## src/rtl/apb_pkg.sv

```systemverilog
// rtl/apb_pkg.sv - shared constants for the APB slave register file
package apb_pkg;

    localparam logic [0:0] ST_IDLE   = 1'b0;
    localparam logic [0:0] ST_ACCESS = 1'b1;

    localparam logic [31:0] ID_VALUE = 32'hA9B0_0001;

    localparam logic [3:0] REG_STATUS = 4'hE;
    localparam logic [3:0] REG_ID     = 4'hF;

    localparam int STATUS_PERR    = 0;
    localparam int STATUS_CNT_LSB = 1;
    localparam int STATUS_CNT_MSB = 4;

    function automatic logic [3:0] sat_inc4(input logic [3:0] v);
        return (v == 4'hF) ? v : v + 4'd1;
    endfunction

endpackage

```

## src/rtl/apb_regbank.sv

```systemverilog
// rtl/apb_regbank.sv - 14 r/w words, W1C STATUS with error counter, read-only ID
module apb_regbank
    import apb_pkg::*;
(
    input  logic        clk_i,
    input  logic        rst_ni,
    input  logic        wr_en_i,
    input  logic [3:0]  wr_idx_i,
    input  logic [31:0] wr_data_i,
    input  logic [3:0]  rd_idx_i,
    input  logic        perr_set_i,
    input  logic        err_inc_i,
    output logic [31:0] rd_data_o
);

    logic [31:0] regs_q [0:13];
    logic        perr_q, perr_d;
    logic [3:0]  cnt_q, cnt_d;
    logic        wr_status;
    logic [31:0] status_word;

    assign wr_status = wr_en_i && (wr_idx_i == REG_STATUS);

    // Clears are applied first so that a same-cycle set or increment wins.
    always_comb begin
        perr_d = perr_q;
        cnt_d  = cnt_q;
        if (wr_status && wr_data_i[STATUS_PERR]) begin
            perr_d = 1'b0;
        end
        if (wr_status && wr_data_i[STATUS_CNT_LSB]) begin
            cnt_d = 4'd0;
        end
        if (perr_set_i) begin
            perr_d = 1'b1;
        end
        if (err_inc_i) begin
            cnt_d = sat_inc4(cnt_d);
        end
    end

    always_ff @(posedge clk_i or negedge rst_ni) begin
        if (!rst_ni) begin
            for (int i = 0; i < 14; i++) begin
                regs_q[i] <= '0;
            end
            perr_q <= 1'b0;
            cnt_q  <= 4'd0;
        end else begin
            if (wr_en_i && (wr_idx_i < REG_STATUS)) begin
                regs_q[wr_idx_i] <= wr_data_i;
            end
            perr_q <= perr_d;
            cnt_q  <= cnt_d;
        end
    end

    always_comb begin
        status_word = '0;
        status_word[STATUS_PERR] = perr_q;
        status_word[STATUS_CNT_MSB:STATUS_CNT_LSB] = cnt_q;
    end

    always_comb begin
        rd_data_o = '0;
        if (rd_idx_i == REG_ID) begin
            rd_data_o = ID_VALUE;
        end else if (rd_idx_i == REG_STATUS) begin
            rd_data_o = status_word;
        end else begin
            rd_data_o = regs_q[rd_idx_i];
        end
    end

endmodule

```

## src/rtl/apb_slave_regfile.sv

```systemverilog
// rtl/apb_slave_regfile.sv - APB slave: setup/access FSM, wait states, error decode
module apb_slave_regfile
    import apb_pkg::*;
#(
    parameter logic [31:0] BASE_ADDR   = 32'h8000_0000,
    parameter int          WAIT_STATES = 1
) (
    input  logic        Hclk,
    input  logic        Hresetn,
    input  logic        Psel,
    input  logic        Penable,
    input  logic        Pwrite,
    input  logic [31:0] Paddr,
    input  logic [31:0] Pwdata,
    output logic [31:0] Prdata,
    output logic        Pready,
    output logic        Pslverr
);

    localparam logic [3:0]  WAIT_CNT = WAIT_STATES[3:0];
    localparam logic [25:0] BASE_TAG = BASE_ADDR[31:6];

    logic [0:0]  state_q, state_d;
    logic [3:0]  wcnt_q, wcnt_d;
    logic [31:0] addr_q, addr_d;
    logic        write_q, write_d;
    logic [31:0] wdata_q, wdata_d;

    logic        in_access;
    logic        xfer;
    logic        ready;
    logic        mismatch;
    logic        slverr;
    logic        perr_set;
    logic        wr_en;
    logic [31:0] rd_data;

    assign in_access = (state_q == ST_ACCESS);
    assign xfer      = Psel && Penable;
    assign ready     = in_access && xfer && (wcnt_q == WAIT_CNT);
    assign mismatch  = (Paddr != addr_q) || (Pwrite != write_q) || (Pwdata != wdata_q);

    // Error decode is on the latched setup values, not the live bus.
    assign slverr = (addr_q[1:0] != 2'b00)
                 || (addr_q[31:6] != BASE_TAG)
                 || (write_q && (addr_q[5:2] == REG_ID));

    // Missing setup, abort, or bus values changing under an active transfer.
    assign perr_set = (!in_access && xfer)
                   || (in_access && !xfer)
                   || (in_access && xfer && mismatch);

    assign wr_en   = ready && write_q && !slverr;
    assign Pready  = ready;
    assign Pslverr = ready && slverr;
    assign Prdata  = (ready && !write_q && !slverr) ? rd_data : 32'd0;

    always_comb begin
        state_d = state_q;
        wcnt_d  = wcnt_q;
        addr_d  = addr_q;
        write_d = write_q;
        wdata_d = wdata_q;
        case (state_q)
            ST_IDLE: begin
                if (Psel && !Penable) begin
                    state_d = ST_ACCESS;
                    wcnt_d  = 4'd0;
                    addr_d  = Paddr;
                    write_d = Pwrite;
                    wdata_d = Pwdata;
                end
            end
            default: begin
                if (!xfer || ready) begin
                    state_d = ST_IDLE;
                end else begin
                    wcnt_d = wcnt_q + 4'd1;
                end
            end
        endcase
    end

    always_ff @(posedge Hclk or negedge Hresetn) begin
        if (!Hresetn) begin
            state_q <= ST_IDLE;
            wcnt_q  <= 4'd0;
            addr_q  <= '0;
            write_q <= 1'b0;
            wdata_q <= '0;
        end else begin
            state_q <= state_d;
            wcnt_q  <= wcnt_d;
            addr_q  <= addr_d;
            write_q <= write_d;
            wdata_q <= wdata_d;
        end
    end

    apb_regbank u_regbank (
        .clk_i      (Hclk),
        .rst_ni     (Hresetn),
        .wr_en_i    (wr_en),
        .wr_idx_i   (addr_q[5:2]),
        .wr_data_i  (wdata_q),
        .rd_idx_i   (addr_q[5:2]),
        .perr_set_i (perr_set),
        .err_inc_i  (ready && slverr),
        .rd_data_o  (rd_data)
    );

endmodule

```

## config.mk

```make
export PLATFORM = sky130hd
export DESIGN_NAME = apb_slave_regfile
export DESIGN_NICKNAME = d
export VERILOG_FILES = /design/src/rtl/apb_pkg.sv /design/src/rtl/apb_regbank.sv /design/src/rtl/apb_slave_regfile.sv
export SDC_FILE = /design/constraint.sdc
export NUM_CORES = 1
export LEC_CHECK = 0
export CORE_MARGIN = 3
export CORE_UTILIZATION = 50
export CTS_CLUSTER_SIZE = 8
export DETAILED_ROUTE_END_ITERATION = 7
export PLACE_DENSITY = 0.77
export SLEW_MARGIN = 25
export SYNTH_ARGS = -nofsm -noshare
export SYNTH_HDL_FRONTEND = slang
export SYNTH_SLANG_ARGS = --single-unit
```

## constraint.sdc

```tcl
create_clock -name Hclk -period 2.4 [get_ports Hclk]
set_clock_uncertainty 0.15 [all_clocks]
set_input_delay 0.48 -clock Hclk [delete_from_list [all_inputs] [get_ports Hclk]]
set_output_delay 0.48 -clock Hclk [all_outputs]
set_load 0.1 [all_outputs]
```

==> results.txt <==
Antenna Nets Post-Route -> 0
first-pass GRT wire length -> 108,300 um
period utilisation layout -> 1.441
CTS max path bufs -> 3
static leakage -> 15.57 nW
reg2reg setup slack -> -0.81 ns
# rows -> 80
outcome -> complete, but fails checks
IO buf count -> 102
WP data required -> 1.77 ns
final setup violation count -> 487
Layout Nets -> 2,054
worst reg2reg path depth -> 12
layout cells sized above 1 -> 0.5937
GR Util All Layers -> 0.2840
clk_lat worst skew -> 0.61 ns
Fmax -> 289.1 MHz
DR vias -> 16,590
Arr. time, crit path -> 2.83 ns
Antenna diodes -> 0
RR Startpoint -> addr_q[15]
die height -> 226.2 um
initial antenna violation count -> 2
TritonCTS clock tree -> done
vias in the first global route -> 17,750
WS Path Type -> register to output port
CP endpoint kind -> output port
pins over their slew limit -> 0
Area Overhead vs Synth -> 34.07%
Final Hold Vio Count -> 0
largest net degree at the start of global routing -> 82
Post-Synthesis Cells -> 1,610
WL met2 -> 36,820 um
Die Span X -> 226.2 um
DRT Pass-1 Iters -> 8
total congestion overflow -> 0
WL final -> 76,380 um
Root Driver -> clkbuf_16
largest family of logic cells by synthesized area -> multiplexers
Worst Setup EP -> Prdata[10]
uppermost layer routed -> met5
initial drt markers -> 1,503
Top FF cell, synth -> dfrtp_1
register cell area after layout -> 13,100 um^2
CP Max Fanout -> 8
CTS buffer count -> 75
fillers -> 2,924
Die ar. -> 51,190 um^2
final core utilization -> 0.6797
Worst slew margin -> 0.4613
adder-cell area share of the yosys netlist -> 0.002063
I/O Pins -> 103
Post-synth EDFFs -> 0
min-delay worst type -> primary input to async pin
area occupied by multi-input gates -> 11,220 um^2
Avg Cell Area, Syn -> 15.06 um^2
failing checks -> negative setup slack
Synth Area in Compound Gates -> 0.02904
Yosys warnings -> 0
Seq cells post-synth -> 523
Post-Place Cells -> 2,420
fin crit period -> 3.458 ns
Clock Sinks -> 523
Reg clk slew, reported paths -> 0.05 ns
Distinct cells, synth -> 49
Power per Cell Area -> 716.5 nW/um^2
critical path startpoint category -> register
Cell Area, Synth -> 24,250 um^2
Final Non-Filler Cells -> 2,606
post-synthesis sequential area ratio -> 0.5396
Peak VDD IR -> 0.6694 mV
xor/xnor cell area share of the yosys netlist -> 0.02347
gpl congestion -> 0.8582
Final HPWL DP -> 41,100 um
worst slack at placement -> -0.8413 ns
worst r2r dst -> u_regbank.regs_q[288]
Initial Util -> 0.5069
multiplexer share of the synthesized area -> 0.3422
Remaining DRCs -> 0
Worst-Margin Slew -> 0.8043 ns
worst setup margin -> -1.058 ns
metal3 WL -> 6349 um
via/cell ratio -> 6.367
Post-synth ARST share -> 1.000
M1 wire length -> 29,000 um
RSZ-0062 raised after global routing -> true
worst setup path startpoint -> addr_q[2]
Simple-Gate Fraction of Synth Area -> 0.03606
max capacitance violation total -> 0
CTS HTree Levels -> 3
Overall Power -> 0.02330 W
Core Box Area -> 47,850 um^2
syn_nets -> 1,683
wire per inst -> 29.31 um
## power breakdown
group	switching [W]	leakage [nW]	total [W]	internal, W
combinational	0.00222	7.42	0.00420	0.00198
sequential	0.000351	7.15	0.00944	0.00909
clock	0.00382	1.01	0.00966	0.00584
## synthesized netlist by cell type, types with 4 or more instances
master    count  area [um^2]
o22ai_1       7        43.79
nor2b_1      12        75.07
clkbuf_1     75        281.5
nand3_1      12        60.06
nor3_1        4        20.02
buf_1        14        52.55
nor2_1       14        52.55
xnor2_1      10        87.58
buf_4         6        45.04
o221a_2       4        45.04
a211oi_1     15        112.6
mux4_2       96         2162
o21ai_0      40        200.2
dfrtp_1     523        13090
and2_1       20        125.1
mux2_2      499         5619
nand4_1       9        56.30
nor4_1       20        125.1
a222oi_1     20        200.2
buf_6        10        112.6
mux2_1       23        259.0
mux2i_1      26        260.3
inv_1        11        41.29
ha_1          4        50.05
nand3_4       9        157.7
buf_2        27        135.1
xor2_1       55        481.7
nand2_1      18        67.56
## registers in the layout, summed over array words and instances (netlist names)
register and cells:
write_q 1, in_access 1, wcnt_q 4, wdata_q 32
u_regbank.perr_q 1, u_regbank.cnt_q 4, u_regbank.regs_q 448, addr_q 32
## area by class of cell
type                    count  area share
clock buffers              82     0.06048
clock inverters             5    0.002578
inverters                  11    0.001501
multi-input cells         944      0.3451
flip-flops and latches    523      0.4028
repair buffers            426      0.1639
well taps                 615     0.02366
## cells by family after synthesis
group,Yosys count
buffers and inverters,143
muxes,644
adders and majority gates,4
DFF,523
and+or+nand+nor,132
AOI/OAI and AO/OA,99
xor gates and xnor gates,65
## placed cells by master (no fill, tap or decap), drive strengths merged, types with 4 or more instances in the layout
cell and count:
xor2 55, clkdlybuf4s50 65, xnor2 10, nor2 14
clkbuf 93, nand2 18, nor3 4, mux4 96
mux2 522, ha 4, o221a 4, nand4 10
inv 12, dfrtp 523, o21ai 40, a211oi 15
and2 20, nor4 20, o22ai 7, nand3 21
a222oi 20, mux2i 26, nor2b 12, buf 346
## layer usage
| metal | global-route usage | vias up |
|---|---|---|
| met5 | 0 | - |
| li1 | - | 6731 |
| met3 | 0.07175 | 280 |
| met4 | 0.1353 | 2 |
| met1 | 0.3577 | 8732 |
| met2 | 0.4629 | 848 |
## metrics by stage
step / area, um^2 / hold WS, ns / setup TNS [ns]
final: 32520 / 0.2562 / -318.15
after CTS: 31780 / 0.2566 / -277.30
after detailed placement: 28330 / 0.2566 / -362.12
after floorplan: 24840 / 0.03441 / -191.61
after global routing: 32520 / 0.2882 / -348.47
after global placement: 28330 / 0.2552 / -360.53
## worst min path at each step
| stage | cells past startpoint | startpoint | to |
|---|---|---|---|
| floorplan | 0 | Hresetn | addr_q[0] |
| global placement | 1 | Hresetn | u_regbank.regs_q[414] |
| detailed placement | 1 | Hresetn | u_regbank.regs_q[414] |
| CTS | 2 | Hresetn | u_regbank.regs_q[414] |
| global route | 2 | Hresetn | u_regbank.regs_q[414] |
| finish | 2 | Hresetn | u_regbank.regs_q[414] |
## repair_timing
item                                    4_1_cts  5_1_grt
hold buffers                                  1        0
endpoints found under the hold margin        24        0
endpoints found under the setup margin      487      487
resized for setup                           173       90
setup buffers                                48       37
gates cloned                                 17       10
pin swaps                                    35       39
## critical path, stage by stage, from the launching register on
cell and delay (ns):
dfrtp_4 0.51, buf_12 0.16, buf_8 0.13, buf_12 0.14, buf_6 0.11, mux4_2 0.41, a222oi_1 0.28, o21ai_1 0.14
and2_4 0.17, buf_12 0.16
No activity file was read; power rests on OpenSTA's default activity.
